## src/rtl/tx_frame_encoder.sv

```systemverilog
// 802.11a transmit framer: preamble, rate-1/2 coded SIGNAL field, then the scrambled
// and coded SERVICE/PSDU/TAIL/PAD DATA field, one coded bit per clock.
module tx_frame_encoder #(
  parameter logic [6:0] SEED = 7'b1011101
) (
  input  logic        Clk,
  input  logic        Reset,
  input  logic        Start,
  input  logic [3:0]  Rate,
  input  logic [11:0] Length,
  input  logic [4:0]  num_pads,
  input  logic        x,
  output logic        Data_Req,
  output logic        y,
  output logic        Valid,
  output logic        Data_Phase,
  output logic        Busy,
  output logic        Done
);

  localparam int unsigned CNT_W     = 16;
  localparam int unsigned PRE_LEN   = 12;
  localparam int unsigned SIG_BITS  = 24;
  localparam int unsigned SVC_BITS  = 16;
  localparam int unsigned TAIL_BITS = 6;

  // S_LAST holds Busy for the cycle in which the final coded bit sits on y
  typedef enum logic [2:0] {
    S_IDLE,
    S_PRE,
    S_SIG,
    S_DATA,
    S_LAST
  } state_e;

  state_e             state_q, state_d;
  logic [CNT_W-1:0]   cnt_q, cnt_d;
  logic               ab_q, ab_d;
  logic [5:0]         sr_q, sr_d;
  logic [6:0]         scr_q, scr_d;
  logic               u_q, u_d;
  logic [3:0]         rate_q, rate_d;
  logic [11:0]        len_q, len_d;
  logic [4:0]         pads_q, pads_d;
  logic               y_q, y_d;
  logic               valid_q, valid_d;
  logic               dphase_q, dphase_d;
  logic               done_q, done_d;

  logic [CNT_W-1:0]   psdu_end, tail_end, total_bits;
  logic [23:0]        sig_word;
  logic [4:0]         sig_idx;
  logic               sig_bit, sig_last, data_last;
  logic               in_psdu, in_tail;
  logic               data_in, scr_fb, data_bit;

  // Generator 133o taps: delays 0,2,3,5,6 (sr[i] holds the input delayed by i+1)
  function automatic logic enc_a(input logic u, input logic [5:0] sr);
    return u ^ sr[1] ^ sr[2] ^ sr[4] ^ sr[5];
  endfunction

  // Generator 171o taps: delays 0,1,2,3,6
  function automatic logic enc_b(input logic u, input logic [5:0] sr);
    return u ^ sr[0] ^ sr[1] ^ sr[2] ^ sr[5];
  endfunction

  // Frame section boundaries in uncoded-bit units
  assign psdu_end   = CNT_W'(SVC_BITS) + {1'b0, len_q, 3'b000};
  assign tail_end   = psdu_end + CNT_W'(TAIL_BITS);
  assign total_bits = tail_end + CNT_W'(pads_q);

  assign sig_word  = {rate_q, 1'b0, len_q, ^{rate_q, len_q}, 6'b000000};
  assign sig_idx   = 5'(SIG_BITS - 1) - cnt_q[4:0];
  assign sig_bit   = sig_word[sig_idx];
  assign sig_last  = (cnt_q == CNT_W'(SIG_BITS - 1));
  assign data_last = (cnt_q == CNT_W'(total_bits - CNT_W'(1)));

  assign in_psdu  = (cnt_q >= CNT_W'(SVC_BITS)) && (cnt_q < psdu_end);
  assign in_tail  = (cnt_q >= psdu_end) && (cnt_q < tail_end);
  assign data_in  = in_psdu ? x : 1'b0;
  assign scr_fb   = scr_q[6] ^ scr_q[3];
  assign data_bit = in_tail ? 1'b0 : (data_in ^ scr_fb);

  assign Data_Req   = (state_q == S_DATA) && !ab_q && in_psdu && !Reset;
  assign Busy       = (state_q != S_IDLE);
  assign y          = y_q;
  assign Valid      = valid_q;
  assign Data_Phase = dphase_q;
  assign Done       = done_q;

  always_ff @(posedge Clk) begin
    if (Reset) begin
      state_q <= S_IDLE;
    end else begin
      state_q <= state_d;
    end
  end

  always_comb begin
    state_d = state_q;
    case (state_q)
      S_IDLE: if (Start) state_d = S_PRE;
      S_PRE:  if (cnt_q == CNT_W'(PRE_LEN - 1)) state_d = S_SIG;
      S_SIG:  if (ab_q && sig_last) state_d = S_DATA;
      S_DATA: if (ab_q && data_last) state_d = S_LAST;
      S_LAST: state_d = S_IDLE;
      default: state_d = S_IDLE;
    endcase
  end

  // Datapath next values; each uncoded bit spends an A cycle then a B cycle
  always_comb begin
    cnt_d    = cnt_q;
    ab_d     = ab_q;
    sr_d     = sr_q;
    scr_d    = scr_q;
    u_d      = u_q;
    rate_d   = rate_q;
    len_d    = len_q;
    pads_d   = pads_q;
    y_d      = 1'b0;
    valid_d  = 1'b0;
    dphase_d = 1'b0;
    done_d   = 1'b0;
    case (state_q)
      S_IDLE: begin
        cnt_d = '0;
        ab_d  = 1'b0;
        if (Start) begin
          rate_d = Rate;
          len_d  = Length;
          pads_d = num_pads;
        end
      end
      S_PRE: begin
        y_d     = 1'b1;
        valid_d = 1'b1;
        cnt_d   = cnt_q + CNT_W'(1);
        if (cnt_q == CNT_W'(PRE_LEN - 1)) begin
          cnt_d = '0;
          ab_d  = 1'b0;
          sr_d  = '0;
        end
      end
      S_SIG: begin
        valid_d = 1'b1;
        if (!ab_q) begin
          y_d  = enc_a(sig_bit, sr_q);
          u_d  = sig_bit;
          ab_d = 1'b1;
        end else begin
          y_d   = enc_b(u_q, sr_q);
          sr_d  = {sr_q[4:0], u_q};
          ab_d  = 1'b0;
          cnt_d = cnt_q + CNT_W'(1);
          if (sig_last) begin
            cnt_d = '0;
            sr_d  = '0;
            scr_d = SEED;
          end
        end
      end
      S_DATA: begin
        valid_d  = 1'b1;
        dphase_d = 1'b1;
        if (!ab_q) begin
          y_d   = enc_a(data_bit, sr_q);
          u_d   = data_bit;
          scr_d = {scr_q[5:0], scr_fb};
          ab_d  = 1'b1;
        end else begin
          y_d   = enc_b(u_q, sr_q);
          sr_d  = {sr_q[4:0], u_q};
          ab_d  = 1'b0;
          cnt_d = data_last ? '0 : cnt_q + CNT_W'(1);
        end
      end
      S_LAST: begin
        done_d = 1'b1;
      end
      default: begin
        cnt_d = '0;
      end
    endcase
  end

  always_ff @(posedge Clk) begin
    if (Reset) begin
      cnt_q    <= '0;
      ab_q     <= 1'b0;
      sr_q     <= '0;
      scr_q    <= SEED;
      u_q      <= 1'b0;
      rate_q   <= '0;
      len_q    <= '0;
      pads_q   <= '0;
      y_q      <= 1'b0;
      valid_q  <= 1'b0;
      dphase_q <= 1'b0;
      done_q   <= 1'b0;
    end else begin
      cnt_q    <= cnt_d;
      ab_q     <= ab_d;
      sr_q     <= sr_d;
      scr_q    <= scr_d;
      u_q      <= u_d;
      rate_q   <= rate_d;
      len_q    <= len_d;
      pads_q   <= pads_d;
      y_q      <= y_d;
      valid_q  <= valid_d;
      dphase_q <= dphase_d;
      done_q   <= done_d;
    end
  end

endmodule

```

## config.mk

```make
export PLATFORM = sky130hd
export DESIGN_NAME = tx_frame_encoder
export DESIGN_NICKNAME = d
export VERILOG_FILES = /design/src/rtl/tx_frame_encoder.sv
export SDC_FILE = /design/constraint.sdc
export NUM_CORES = 1
export LEC_CHECK = 0
export BUFFER_PORTS_ARGS = -buffer_cell sky130_fd_sc_hd__buf_2
export CAP_MARGIN = 40
export CORE_MARGIN = 1
export CORE_UTILIZATION = 55
export CTS_BUF_LIST = sky130_fd_sc_hd__clkbuf_4 sky130_fd_sc_hd__clkbuf_8
export CTS_CLUSTER_SIZE = 14
export DETAILED_ROUTE_END_ITERATION = 10
export PLACE_DENSITY = 0.75
export SLEW_MARGIN = 20
export SYNTH_ARGS = -nofsm -noshare
export SYNTH_HDL_FRONTEND = slang
export SYNTH_SLANG_ARGS = --single-unit
```

## constraint.sdc

```tcl
create_clock -name Clk -period 4.3 [get_ports Clk]
set_input_delay 0.86 -clock Clk [delete_from_list [all_inputs] [get_ports Clk]]
set_output_delay 0.86 -clock Clk [all_outputs]
set_load 0.01 [all_outputs]
```

==> results of run 1 <==
how the worst max path moves through the flow:
stage | cells after the start | from | endpoint | slack (ns)
CTS | 12 | len_q[3] | Data_Req | 0.17
floorplan | 13 | len_q[1] | Data_Req | 0.75
global route | 13 | len_q[2] | Data_Req | 0.01
global placement | 13 | len_q[1] | Data_Req | 0.59
detailed placement | 12 | len_q[3] | Data_Req | 0.52
finish | 13 | len_q[2] | Data_Req | 0.24
state kept, by name, summed over array words and instances, names as in the netlist:
register / flops
state_q: 3
ab_q: 1
Valid: 1
scr_q: 7
sr_q: 6
u_q: 1
Data_Phase: 1
y: 1
Done: 1
cnt_q: 16
len_q: 12
rate_q: 4
pads_q: 5
final cells by class:
| class | count | area, sq um |
|---|---|---|
| Sequential cell | 59 | 1180 |
| Clock inverter | 7 | 100 |
| Fill cell | 713 | 2940 |
| Inverter | 21 | 78.8 |
| Timing Repair Buffer | 37 | 200 |
| Clock buffer | 9 | 124 |
| Multi-Input combinational cell | 448 | 3010 |
| Tap cell | 102 | 128 |
power groups by stage:
stage	clock network [W]	registers, W	logic (W)
final	0.000581	0.000693	0.000680
after global routing	0.000606	0.000705	0.000751
after CTS	0.000583	0.000688	0.000673
after detailed placement	0	0.000701	0.000666
after global placement	0	0.000698	0.000650
after floorplan	0	0.000652	0.000564
cell usage after synthesis, drive strengths merged, types with 5 or more instances:
library cell	n
inv	21
and2	5
nor2	35
and3	6
a22oi	9
nand2	86
o21ai	15
nor3	19
nand4	10
clkbuf	22
or3	9
nor4	8
xor2	10
xnor2	30
o41ai	12
a21oi	38
a31o	12
nor2b	5
or2	5
buf	18
a21o	10
o22a	6
o21a	6
ha	24
dfxtp	59
nand3	25
nand2b	5
metrics by stage:
stage | power, W | setup slack, ns | cells | hold slack (ns) | instance area (sq um)
final | 0.00195 | 0.243 | 683 | 0.462 | 4820
after global routing | 0.00206 | 0.0105 | 683 | 0.487 | 4820
after CTS | 0.00194 | 0.168 | 682 | 0.463 | 4800
after detailed placement | 0.00137 | 0.523 | 666 | 0.452 | 4580
after global placement | 0.00135 | 0.591 | 666 | 0.443 | 4580
after floorplan | 0.00122 | 0.748 | 568 | 0.432 | 4450
metal layers:
metal / vias up / GRT usage (%) / share of wire, %
met4: 0 / 10.3 / 1.7
met2: 98 / 42.7 / 45
met1: 1915 / 37.2 / 49
met5: - / 0 / 0
met3: 19 / 3.81 / 4.2
li1: 2076 / - / -
critical path, stage by stage, from the launching register on:
cell                      delay (ns)
sky130_fd_sc_hd__dfxtp_1        0.39
sky130_fd_sc_hd__ha_2           0.23
sky130_fd_sc_hd__nand4_4        0.13
sky130_fd_sc_hd__or4_4          0.53
sky130_fd_sc_hd__nand2_1        0.12
sky130_fd_sc_hd__inv_1          0.06
sky130_fd_sc_hd__ha_1           0.28
sky130_fd_sc_hd__a21o_1         0.18
sky130_fd_sc_hd__a21o_1         0.16
sky130_fd_sc_hd__a21o_1         0.16
sky130_fd_sc_hd__a21o_1         0.20
sky130_fd_sc_hd__nor2_1         0.08
sky130_fd_sc_hd__and3_1         0.17
sky130_fd_sc_hd__buf_2          0.13
logic make-up after synthesis:
group | count (synthesis) | share of synthesized area, %
AND/OR/NAND/NOR | 229 | 24.9
AO/OA/AOI/OAI | 143 | 23.7
buffers and inverters | 61 | 6.10
flip-flops | 59 | 26.5
XOR/XNOR | 42 | 8.88
adder cells (fa/ha/maj) | 25 | 6.97
multiplexers | 9 | 2.92
==> impl_metrics.csv, run 1 <==
group,metric,value,unit
detailed_routing,dr.pass1.iters,5,
logic_synthesis,post_synth_main_area_contributors,"sky130_fd_sc_hd__dfxtp_1 (27%), sky130_fd_sc_hd__nand2_1 (7.3%), sky130_fd_sc_hd__ha_1 (6.7%), sky130_fd_sc_hd__xnor2_1 (5.9%), sky130_fd_sc_hd__a21oi_1 (4.2%)",
timing,finalHoldViolations,0,
global_routing,overflow,0,
setup_path,worstPathArrival,3.20,ns
pwr,pwr-share-comb,34.8,%
layout,syn_to_final_growth,8.38,%
status,run_status,"completed",
clock_network,cts_post_setup_buffers_inserted,0,
floorplanning,design.die.area,0.00846,sq mm
setup_path,worstSetupEndpointType,"output pin",
logic_synthesis,synth_sequential_area_ratio,26.5,%
placed_design,dp_hpwl,8010,um
clock_network,cell_at_the_root_of_the_clock_tree,"sky130_fd_sc_hd__clkbuf_8",
placed_design,port_buffers,30,
timing,max_clock_freq,246,MHz
timing,final-max-slew-violation-count,0,
setup_path,critPathLaunchType,"flip-flop",
clock_network,cts_htree_levels,3,
flow_run,cap_viol_max_count,0,
pwr,internal-power,0.00122,W
pwr,power.share.switching,37.6,%
logic_synthesis,yosysUniqueCellTypes,70,
timing,timing.setup.tns,0,ns
pwr,p_clk_share,29.7,%
layout,final_cell_mix,"sky130_fd_sc_hd__nand2_1 (86), sky130_fd_sc_hd__dfxtp_1 (57), sky130_fd_sc_hd__a21oi_1 (37), sky130_fd_sc_hd__nor2_1 (34), sky130_fd_sc_hd__buf_2 (31)",
timing,tightestPinTransition,0.780,ns
global_routing,wire_length_of_the_first_global_routing_pass,18100,um
logic_synthesis,netlist.area_leader.share,26.5,%
timing,post_route_clock_skew,0.0133,ns
detailed_routing,drt_wl_total,10900,um
pwr,power.switching,0.000734,W
timing,layout_min_cycle_time,4.06,ns
setup_path,worstReg2RegEnd,"y",
detailed_routing,post_drt_wl_per_cell,16.0,um
worst_hold_path,hold-path-cell-count,2,
pwr,power-per-cell-area,405,mW/mm^2
logic_synthesis,synth.avg_cell_area,7.84,sq um
setup_path,crit_required,3.44,ns
clock_network,path_clk_slew,0.07,ns
setup_path,worst-r2r-cell-count,15,
pwr,power.ir.vdd_worst,0.265,mV
floorplanning,floorplan.io_pins,31,
clock_network,cts_tree,"done",
detailed_routing,drt_drc_violations_left,0,
detailed_routing,first_iter_violations,359,
timing,grt_setup_unrepaired,"no",
timing,layout_worst_path_cycle_share,94.4,%
worst_hold_path,hold_path_class,"flip-flop to flip-flop",
setup_path,r2r_start,"len_q[2]",
placed_design,gpl.final_weighted_congestion,0.921,
detailed_routing,viasPerCell,6.01,
logic_synthesis,synth_flop_cell,"sky130_fd_sc_hd__dfxtp_1",
layout,fin_nets,625,
global_routing,first_global_vias,3734,
setup_path,regToRegSetupSlack,0.65,ns
logic_synthesis,synth_edf_count,0,
logic_synthesis,yosysWarningCount,0,
pwr,cellLeakagePower,1.92,nW
logic_synthesis,netlist_instances,568,
timing,slew-limit-headroom,48.0,%
floorplanning,placementRows,32,
worst_hold_path,min-delay-start,"scr_q[5]",
detailed_routing,detail-route-antenna-nets,0,
clock_network,hold_buffer_count_at_cts,0,
clock_network,postCtsResizedCells,0,
clock_network,number_of_clock_buffers_inserted_by_tritoncts,9,
logic_synthesis,syn_nets,617,
floorplanning,initial_utilization,57.3,%
clock_network,clock_tree.buffer_depth,2,
logic_synthesis,synth.cell_area,0.00445,sq mm
floorplanning,die_w,92.0,um
layout,antenna_cells,0,
clock_network,clock_sink_count,59,
clock_network,insertion_delay_to_the_later_sink_of_the_worst_skew_pair,0.36,ns
logic_synthesis,synthArstFlopShare,0,%
setup_path,path_max_fanout,6,
floorplanning,die_height,92.0,um
timing,finalSetupViolations,0,
floorplanning,core,0.00777,sq mm
global_routing,maximum_number_of_pins_on_one_net_before_global_route_repair,55,
worst_hold_path,worstHoldEndpoint,"scr_q[5]",
logic_synthesis,yosysTopAreaCell,"sky130_fd_sc_hd__dfxtp_1",
layout,drive_above_1_share,13.4,%
layout,layout_commonest_cell,"sky130_fd_sc_hd__nand2_1",
detailed_routing,via_count,4108,
layout,layout.core_utilization,62.1,%
setup_path,setup.worst_path.class,"flip-flop to output pin",
global_routing,gr-usage-all-layers,27.0,%
logic_synthesis,ys_seq_elements,59,
global_routing,initial_antenna_violation_count,0,
pwr,power.share.sequential,35.5,%
Note: power is estimated with default switching activity, not from simulation.
==> run 2: changes to the inputs <==
--- a/config.mk
+++ b/config.mk
@@ -5,6 +5,7 @@
 export SDC_FILE = /design/constraint.sdc
 export NUM_CORES = 1
 export LEC_CHECK = 0
+export ABC_AREA = 1
 export BUFFER_PORTS_ARGS = -buffer_cell sky130_fd_sc_hd__buf_2
 export CAP_MARGIN = 40
 export CORE_MARGIN = 1
==> run 2 against run 1 <==
  * Register-to-register slack better by 0.53 ns
  * Critical path type unchanged
  * Count of clock-buffer cells in the layout is 2 higher
  * Synthesized area is 1.2% higher
  * Flip-flop and latch count stayed put
  * Final cell count is 22% higher
  * Total power is 27% higher
==> impl_metrics.csv, run 2 <==
group,metric,value,unit
detailed_routing,dr.pass1.iters,5,
detailed_routing,via_count,4496,
setup_path,path_depth,17,
clock_network,cell_at_the_root_of_the_clock_tree,"sky130_fd_sc_hd__clkbuf_8",
clock_network,clock_sink_count,59,
setup_path,cpLargestDelayFamily,"simple AND/OR/NAND/NOR gates",
global_routing,gr-usage-all-layers,28.1,%
logic_synthesis,synth.avg_cell_area,6.40,sq um
logic_synthesis,synthArstFlopShare,0,%
layout,final_cell_mix,"sky130_fd_sc_hd__nand2_1 (187), sky130_fd_sc_hd__inv_1 (87), sky130_fd_sc_hd__nand3_1 (60), sky130_fd_sc_hd__dfxtp_1 (58), sky130_fd_sc_hd__a21oi_1 (57)",
detailed_routing,detail-route-antenna-nets,0,
layout,drive_above_1_share,12.3,%
layout,layout.cell_area.non_filler,0.00488,sq mm
worst_hold_path,hold-path-cell-count,2,
layout,layout_commonest_cell,"sky130_fd_sc_hd__nand2_1",
pwr,cellLeakagePower,2.20,nW
logic_synthesis,netlist.area_leader.share,26.2,%
logic_synthesis,synth_flop_cell,"sky130_fd_sc_hd__dfxtp_1",
setup_path,critical-path-slowest-cell,"sky130_fd_sc_hd__dfxtp_1",
setup_path,path_max_fanout,6,
timing,slew-limit-headroom,50.4,%
timing,grt_setup_unrepaired,"no",
floorplanning,initial_utilization,57.7,%
layout,biggestRegsByFlops,"cnt_q: 16 flops, len_q: 12 flops, scr_q: 7 flops",
setup_path,setup.worst_path.class,"flip-flop to output pin",
global_routing,wire_length_of_the_first_global_routing_pass,19300,um
timing,finalSetupViolations,0,
timing,layout_worst_path_cycle_share,92.5,%
timing,tightestPinTransition,0.743,ns
clock_network,cts_post_setup_buffers_inserted,0,
layout,max_flop_register,"cnt_q",
timing,final-max-slew-violation-count,0,
layout,largest_register_ffs,16,
global_routing,overflow,0,
setup_path,worstSetupEndpointType,"output pin",
pwr,power-per-cell-area,507,mW/mm^2
logic_synthesis,netlist_instances,704,
placed_design,port_buffers,30,
detailed_routing,post_drt_wl_per_cell,13.4,um
layout,filler_cell_count,747,
status,run_status,"completed",
layout,fin_nets,775,
floorplanning,die_height,92.5,um
pwr,power.ir.vdd_worst,0.437,mV
placed_design,post_dp_cell_area,0.00470,sq mm
timing,finalHoldViolations,0,
clock_network,insertion_delay_to_the_later_sink_of_the_worst_skew_pair,0.35,ns
setup_path,path_cells,"ha_1 > nand2_2 > nor2_1 > nand2_1 > xor2_1 > inv_1 > ha_1 > nand2_1 > nor2_1 > nand2_1 > inv_1 > nand3_1 > inv_1 > nand3_1 > inv_1 > nor4_2 > buf_2",
setup_path,worstPathArrival,3.12,ns
floorplanning,die_w,92.5,um
placed_design,dp_hpwl,8570,um
setup_path,timing.critical_path.mode_cell,"sky130_fd_sc_hd__inv_1",
floorplanning,core,0.00781,sq mm
timing,layout_min_cycle_time,3.98,ns
logic_synthesis,ys_seq_elements,59,
logic_synthesis,yosysTopAreaCell,"sky130_fd_sc_hd__dfxtp_1",
logic_synthesis,synth_sequential_area_ratio,26.2,%
clock_network,clock_tree.buffer_depth,2,
setup_path,crit_required,3.44,ns
clock_network,path_clk_slew,0.07,ns
global_routing,first_global_vias,4426,
pwr,fin_total_pwr,0.00248,W
clock_network,number_of_clock_buffers_inserted_by_tritoncts,9,
detailed_routing,viasPerCell,5.40,
logic_synthesis,yosys-top-cells-count,"sky130_fd_sc_hd__nand2_1 (187), sky130_fd_sc_hd__inv_1 (87), sky130_fd_sc_hd__nand3_1 (60), sky130_fd_sc_hd__dfxtp_1 (59), sky130_fd_sc_hd__a21oi_1 (57)",
floorplanning,design.die.area,0.00856,sq mm
flow_run,cap_viol_max_count,0,
detailed_routing,drt_drc_violations_left,0,
detailed_routing,first_iter_violations,218,
worst_hold_path,hold_path_class,"flip-flop to flip-flop",
logic_synthesis,yosysWarningCount,0,
setup_path,critical_path_buf_inv_count,5,
floorplanning,floorplan.io_pins,31,
layout,regArea,0.00118,sq mm
detailed_routing,drt_wl_total,11100,um
setup_path,cp_slowest_stage_delay,0.43,ns
placed_design,gpl.final_weighted_congestion,0.977,
setup_path,critPathLaunchType,"flip-flop",
layout,antenna_cells,0,
layout,multi_input_area,0.00288,sq mm
layout,syn_to_final_growth,8.36,%
logic_synthesis,syn_nets,753,
setup_path,worst-r2r-cell-count,18,
logic_synthesis,post_synth_main_area_contributors,"sky130_fd_sc_hd__dfxtp_1 (26%), sky130_fd_sc_hd__nand2_1 (16%), sky130_fd_sc_hd__inv_1 (7.2%), sky130_fd_sc_hd__ha_1 (6.7%), sky130_fd_sc_hd__nand3_1 (6.7%)",
logic_synthesis,synth.cell_area,0.00451,sq mm
global_routing,maximum_number_of_pins_on_one_net_before_global_route_repair,43,
clock_network,cts_htree_levels,3,
timing,timing.setup.tns,0,ns
timing,post_route_clock_skew,0.0117,ns
timing,max_clock_freq,252,MHz
logic_synthesis,yosysUniqueCellTypes,42,
floorplanning,placementRows,32,
logic_synthesis,yosysMostFrequentCell,"sky130_fd_sc_hd__nand2_1",
clock_network,cts_tree,"done",
logic_synthesis,synth_edf_count,0,
global_routing,initial_antenna_violation_count,0,
==> run 2: cell types whose count changed after synthesis, sizes merged, moves of 12 or more <==
cell   previous run  this run
nand2            86       199
inv              21        95
nand3            25        64
o21ai            15        45
a21oi            38        61
nor2             35        52
xnor2            30        15
buf              18         4
a31o             12         0
o41ai            12         0
==> run 2: worst paths after layout <==
path                  from        to  slack, ns
setup reg to reg  len_q[3]       u_q       1.18
hold / removal    scr_q[2]  scr_q[2]       0.47
hold reg to reg   scr_q[2]  scr_q[2]       0.47
setup / recovery  len_q[3]  Data_Req       0.32
==> run 2: tightest hold or removal path, stage by stage, from the launching register on <==
cell,delay (ns)
sky130_fd_sc_hd__dfxtp_1,0.32
sky130_fd_sc_hd__nand2_1,0.05
sky130_fd_sc_hd__nand3_1,0.07
==> run 2: repair_timing <==
item / in CTS / in global routing
hold buffers: 0 / 0
endpoints found under the setup margin: 0 / 1
gates resized for setup: 0 / 2
==> run 2: through the flow <==
stage | hold WS [ns] | cells | util [%] | setup slack, ns
floorplan | 0.427 | 704 | - | 1.09
global placement | 0.442 | 817 | 60.2 | 0.698
detailed placement | 0.451 | 817 | 60.2 | 0.621
CTS | 0.470 | 833 | 62.4 | 0.237
global route | 0.492 | 833 | 62.5 | 0.0531
finish | 0.467 | 833 | 62.5 | 0.324
==> run 2: metal layers <==
layer | share of wire [%] | vias up | global-route usage (%)
met3 | 4.2 | 21 | 4.19
met2 | 46 | 117 | 47.4
met1 | 48 | 2026 | 35.5
li1 | - | 2332 | -
met4 | 1.9 | 0 | 11.6
met5 | 0 | - | 0
==> run 2: logic make-up (layout without fill, tap and decap cells) <==
group                    Yosys count  in the layout  share of synthesized area (%)
AND/OR/NAND/NOR                  354            354                           36.2
AO/OA/AOI/OAI                    118            118                           14.4
buffers and inverters            115            142                           9.91
flip-flops                        59             59                           26.2
XOR/XNOR                          34             34                           6.61
adder cells (fa/ha/maj)           24             24                           6.66
==> run 2: where the power goes <==
part,switching (W),internal [W]
clock,0.000232,0.000228
combinational,0.000860,0.000410
sequential,0.000108,0.000638
==> run 2: cell type report <==
class / instances / area share, %
clock buffer: 11 / 2.97
clock inverter: 5 / 0.589
inverter: 95 / 7.30
multi-input combinational: 530 / 59.1
sequential: 59 / 24.2
tap: 102 / 2.61
timing repair buffer: 31 / 3.23
==> run 3: changes to the inputs <==
--- a/config.mk
+++ b/config.mk
@@ -13,7 +13,7 @@
 export CTS_BUF_LIST = sky130_fd_sc_hd__clkbuf_4 sky130_fd_sc_hd__clkbuf_8
 export CTS_CLUSTER_SIZE = 14
 export DETAILED_ROUTE_END_ITERATION = 10
-export PLACE_DENSITY = 0.75
+export PLACE_DENSITY = 0.85
 export SLEW_MARGIN = 20
 export SYNTH_ARGS = -nofsm -noshare
 export SYNTH_HDL_FRONTEND = slang
==> run 3 against run 2 <==
  * Register-to-register slack improved by 0.07 ns
  * Count of clock-buffer cells in the layout increased by 1
  * Global-route usage increased by 0.53 points
  * Combinational power about the same
  * Non-clock buffer count unchanged
  * Clock power increased by 28%
  * Final cell count unchanged
  * Largest cell class unchanged
  * Highest routed layer unchanged
==> impl_metrics.csv, run 3 (synthesis gave the netlist of run 2 again) <==
group,metric,value,unit
timing,tightestPinTransition,0.738,ns
flow_run,cap_viol_max_count,0,
global_routing,gr-usage-all-layers,28.6,%
floorplanning,design.die.area,0.00856,sq mm
setup_path,path_max_fanout,9,
global_routing,initial_antenna_violation_count,0,
setup_path,critical_path_buf_inv_count,5,
pwr,fin_total_pwr,0.00262,W
setup_path,timing.critical_path.mode_cell,"sky130_fd_sc_hd__inv_1",
layout,fin_nets,775,
layout,largest_register_ffs,16,
global_routing,first_global_vias,4595,
placed_design,port_buffers,30,
layout,layout.core_utilization,63.1,%
placed_design,dp.cells,817,
detailed_routing,drt_wl_total,11300,um
timing,layout_min_cycle_time,3.90,ns
clock_network,cell_at_the_root_of_the_clock_tree,"sky130_fd_sc_hd__clkbuf_8",
layout,max_flop_register,"cnt_q",
pwr,cellLeakagePower,2.22,nW
floorplanning,floorplan.io_pins,31,
clock_network,clock_sink_count,59,
setup_path,critPathLaunchType,"flip-flop",
floorplanning,initial_utilization,57.7,%
setup_path,crit_required,3.44,ns
timing,finalSetupViolations,0,
layout,syn_to_final_growth,9.39,%
clock_network,insertion_delay_to_the_later_sink_of_the_worst_skew_pair,0.34,ns
layout,layout_commonest_cell,"sky130_fd_sc_hd__nand2_1",
floorplanning,die_w,92.5,um
pwr,power-per-cell-area,532,mW/mm^2
status,run_status,"completed",
setup_path,setup.worst_path.class,"flip-flop to output pin",
layout,final_cell_mix,"sky130_fd_sc_hd__nand2_1 (187), sky130_fd_sc_hd__inv_1 (87), sky130_fd_sc_hd__nand3_1 (60), sky130_fd_sc_hd__dfxtp_1 (58), sky130_fd_sc_hd__a21oi_1 (57)",
timing,post_route_clock_skew,0.00873,ns
layout,instances_no_fill,833,
detailed_routing,dr.pass1.iters,6,
detailed_routing,via_count,4661,
detailed_routing,viasPerCell,5.60,
setup_path,worst-r2r-cell-count,20,
detailed_routing,post_drt_wl_per_cell,13.5,um
clock_network,path_clk_slew,0.07,ns
detailed_routing,first_iter_violations,323,
timing,slew-limit-headroom,50.7,%
timing,finalHoldViolations,0,
timing,final-max-slew-violation-count,0,
timing,max_clock_freq,256,MHz
floorplanning,placementRows,32,
detailed_routing,drt_drc_violations_left,0,
placed_design,dp_hpwl,8430,um
global_routing,wire_length_of_the_first_global_routing_pass,19700,um
worst_hold_path,hold_path_class,"flip-flop to flip-flop",
pwr,power.ir.vdd_worst,0.304,mV
setup_path,critical-path-slowest-cell,"sky130_fd_sc_hd__dfxtp_2",
timing,layout_worst_path_cycle_share,90.7,%
global_routing,maximum_number_of_pins_on_one_net_before_global_route_repair,43,
detailed_routing,detail-route-antenna-nets,0,
floorplanning,core,0.00781,sq mm
layout,drive_above_1_share,12.2,%
global_routing,grt_util_met2,47.4,%
clock_network,cts_tree,"done",
floorplanning,die_height,92.5,um
setup_path,worstSetupEndpointType,"output pin",
global_routing,busiest_layer_in_global_routing,"met2",
setup_path,cpLargestDelayFamily,"simple AND/OR/NAND/NOR gates",
clock_network,cts_post_setup_buffers_inserted,0,
global_routing,grt.met1_usage,35.5,%
setup_path,path_cells,"ha_1 > nand2_2 > nor2_2 > nand3_1 > nand2_1 > inv_1 > ha_1 > nand2_1 > nor2_1 > nand2_1 > inv_1 > nand3_1 > inv_1 > nand3_1 > inv_1 > nor4_1 > buf_2",
worst_hold_path,hold-path-cell-count,2,
layout,antenna_cells,0,
layout,biggestRegsByFlops,"cnt_q: 16 flops, len_q: 12 flops, scr_q: 7 flops",
global_routing,grtUsageMet3,4.84,%
setup_path,path_depth,17,
clock_network,cts_htree_levels,3,
setup_path,cp_slowest_stage_delay,0.45,ns
setup_path,worstPathArrival,3.04,ns
placed_design,gpl.final_weighted_congestion,0.914,
clock_network,clock_tree.buffer_depth,2,
global_routing,overflow,0,
timing,grt_setup_unrepaired,"no",
timing,timing.setup.tns,0,ns
clock_network,number_of_clock_buffers_inserted_by_tritoncts,9,
run 3: cell types whose count changed in the layout (fill, tap and decap cells not counted), sizes merged:
cell / delta
clkbuf: +1
clkinv: -3
bufinv: +2
run 3: routing by layer:
metal | vias up | routed length [um]
li1 | 2327 | -
met4 | 0 | 367
met1 | 2137 | 5050
met5 | - | 0
met2 | 159 | 5280
met3 | 38 | 584
run 3: cell type report:
| type | instances | area (sq um) |
|---|---|---|
| Clock buffer | 12 | 153 |
| Clock inverter | 4 | 73.8 |
| Fill cell | 726 | 2880 |
| Inverter | 95 | 357 |
| Multi-Input combinational cell | 530 | 2880 |
| Sequential cell | 59 | 1180 |
| Tap cell | 102 | 128 |
| Timing Repair Buffer | 31 | 158 |
run 3: repair_timing:
action | in CTS | in global routing
endpoints found under the setup margin | 0 | 1
gates resized for setup | 0 | 1
hold buffers | 0 | 0
run 3: stage by stage:
step,worst slack (ns),instance area (sq um),hold WS (ns)
3_5_place_dp,0.649,4700,0.462
3_3_place_gp,0.721,4700,0.443
6_report,0.401,4930,0.466
2_1_floorplan,1.09,4510,0.427
5_1_grt,0.0946,4930,0.488
4_1_cts,0.302,4930,0.474
run 3: report_power, final:
part / leakage, nW / switching (W) / internal (W) / total, W
clock: 0.117 / 0.000231 / 0.000356 / 0.000587
combinational: 1.62 / 0.000878 / 0.000410 / 0.00129
sequential: 0.482 / 0.000108 / 0.000638 / 0.000746
run 3: path summary, 6_finish.rpt:
check / endpoint / slack (ns) / start
setup / recovery: Data_Req / 0.40 / len_q[1]
hold / removal: pads_q[3] / 0.47 / pads_q[3]
setup reg to reg: u_q / 1.25 / len_q[1]
hold reg to reg: pads_q[3] / 0.47 / pads_q[3]
run 3: worst reg2reg max path, delay by kind of cell, from the launching register on:
family          cells  cell delay [ns]
fa+ha+maj           2             0.57
buf+inv             3             0.23
flops               1             0.45
compound gates      3             0.29
simple gates       12             1.36
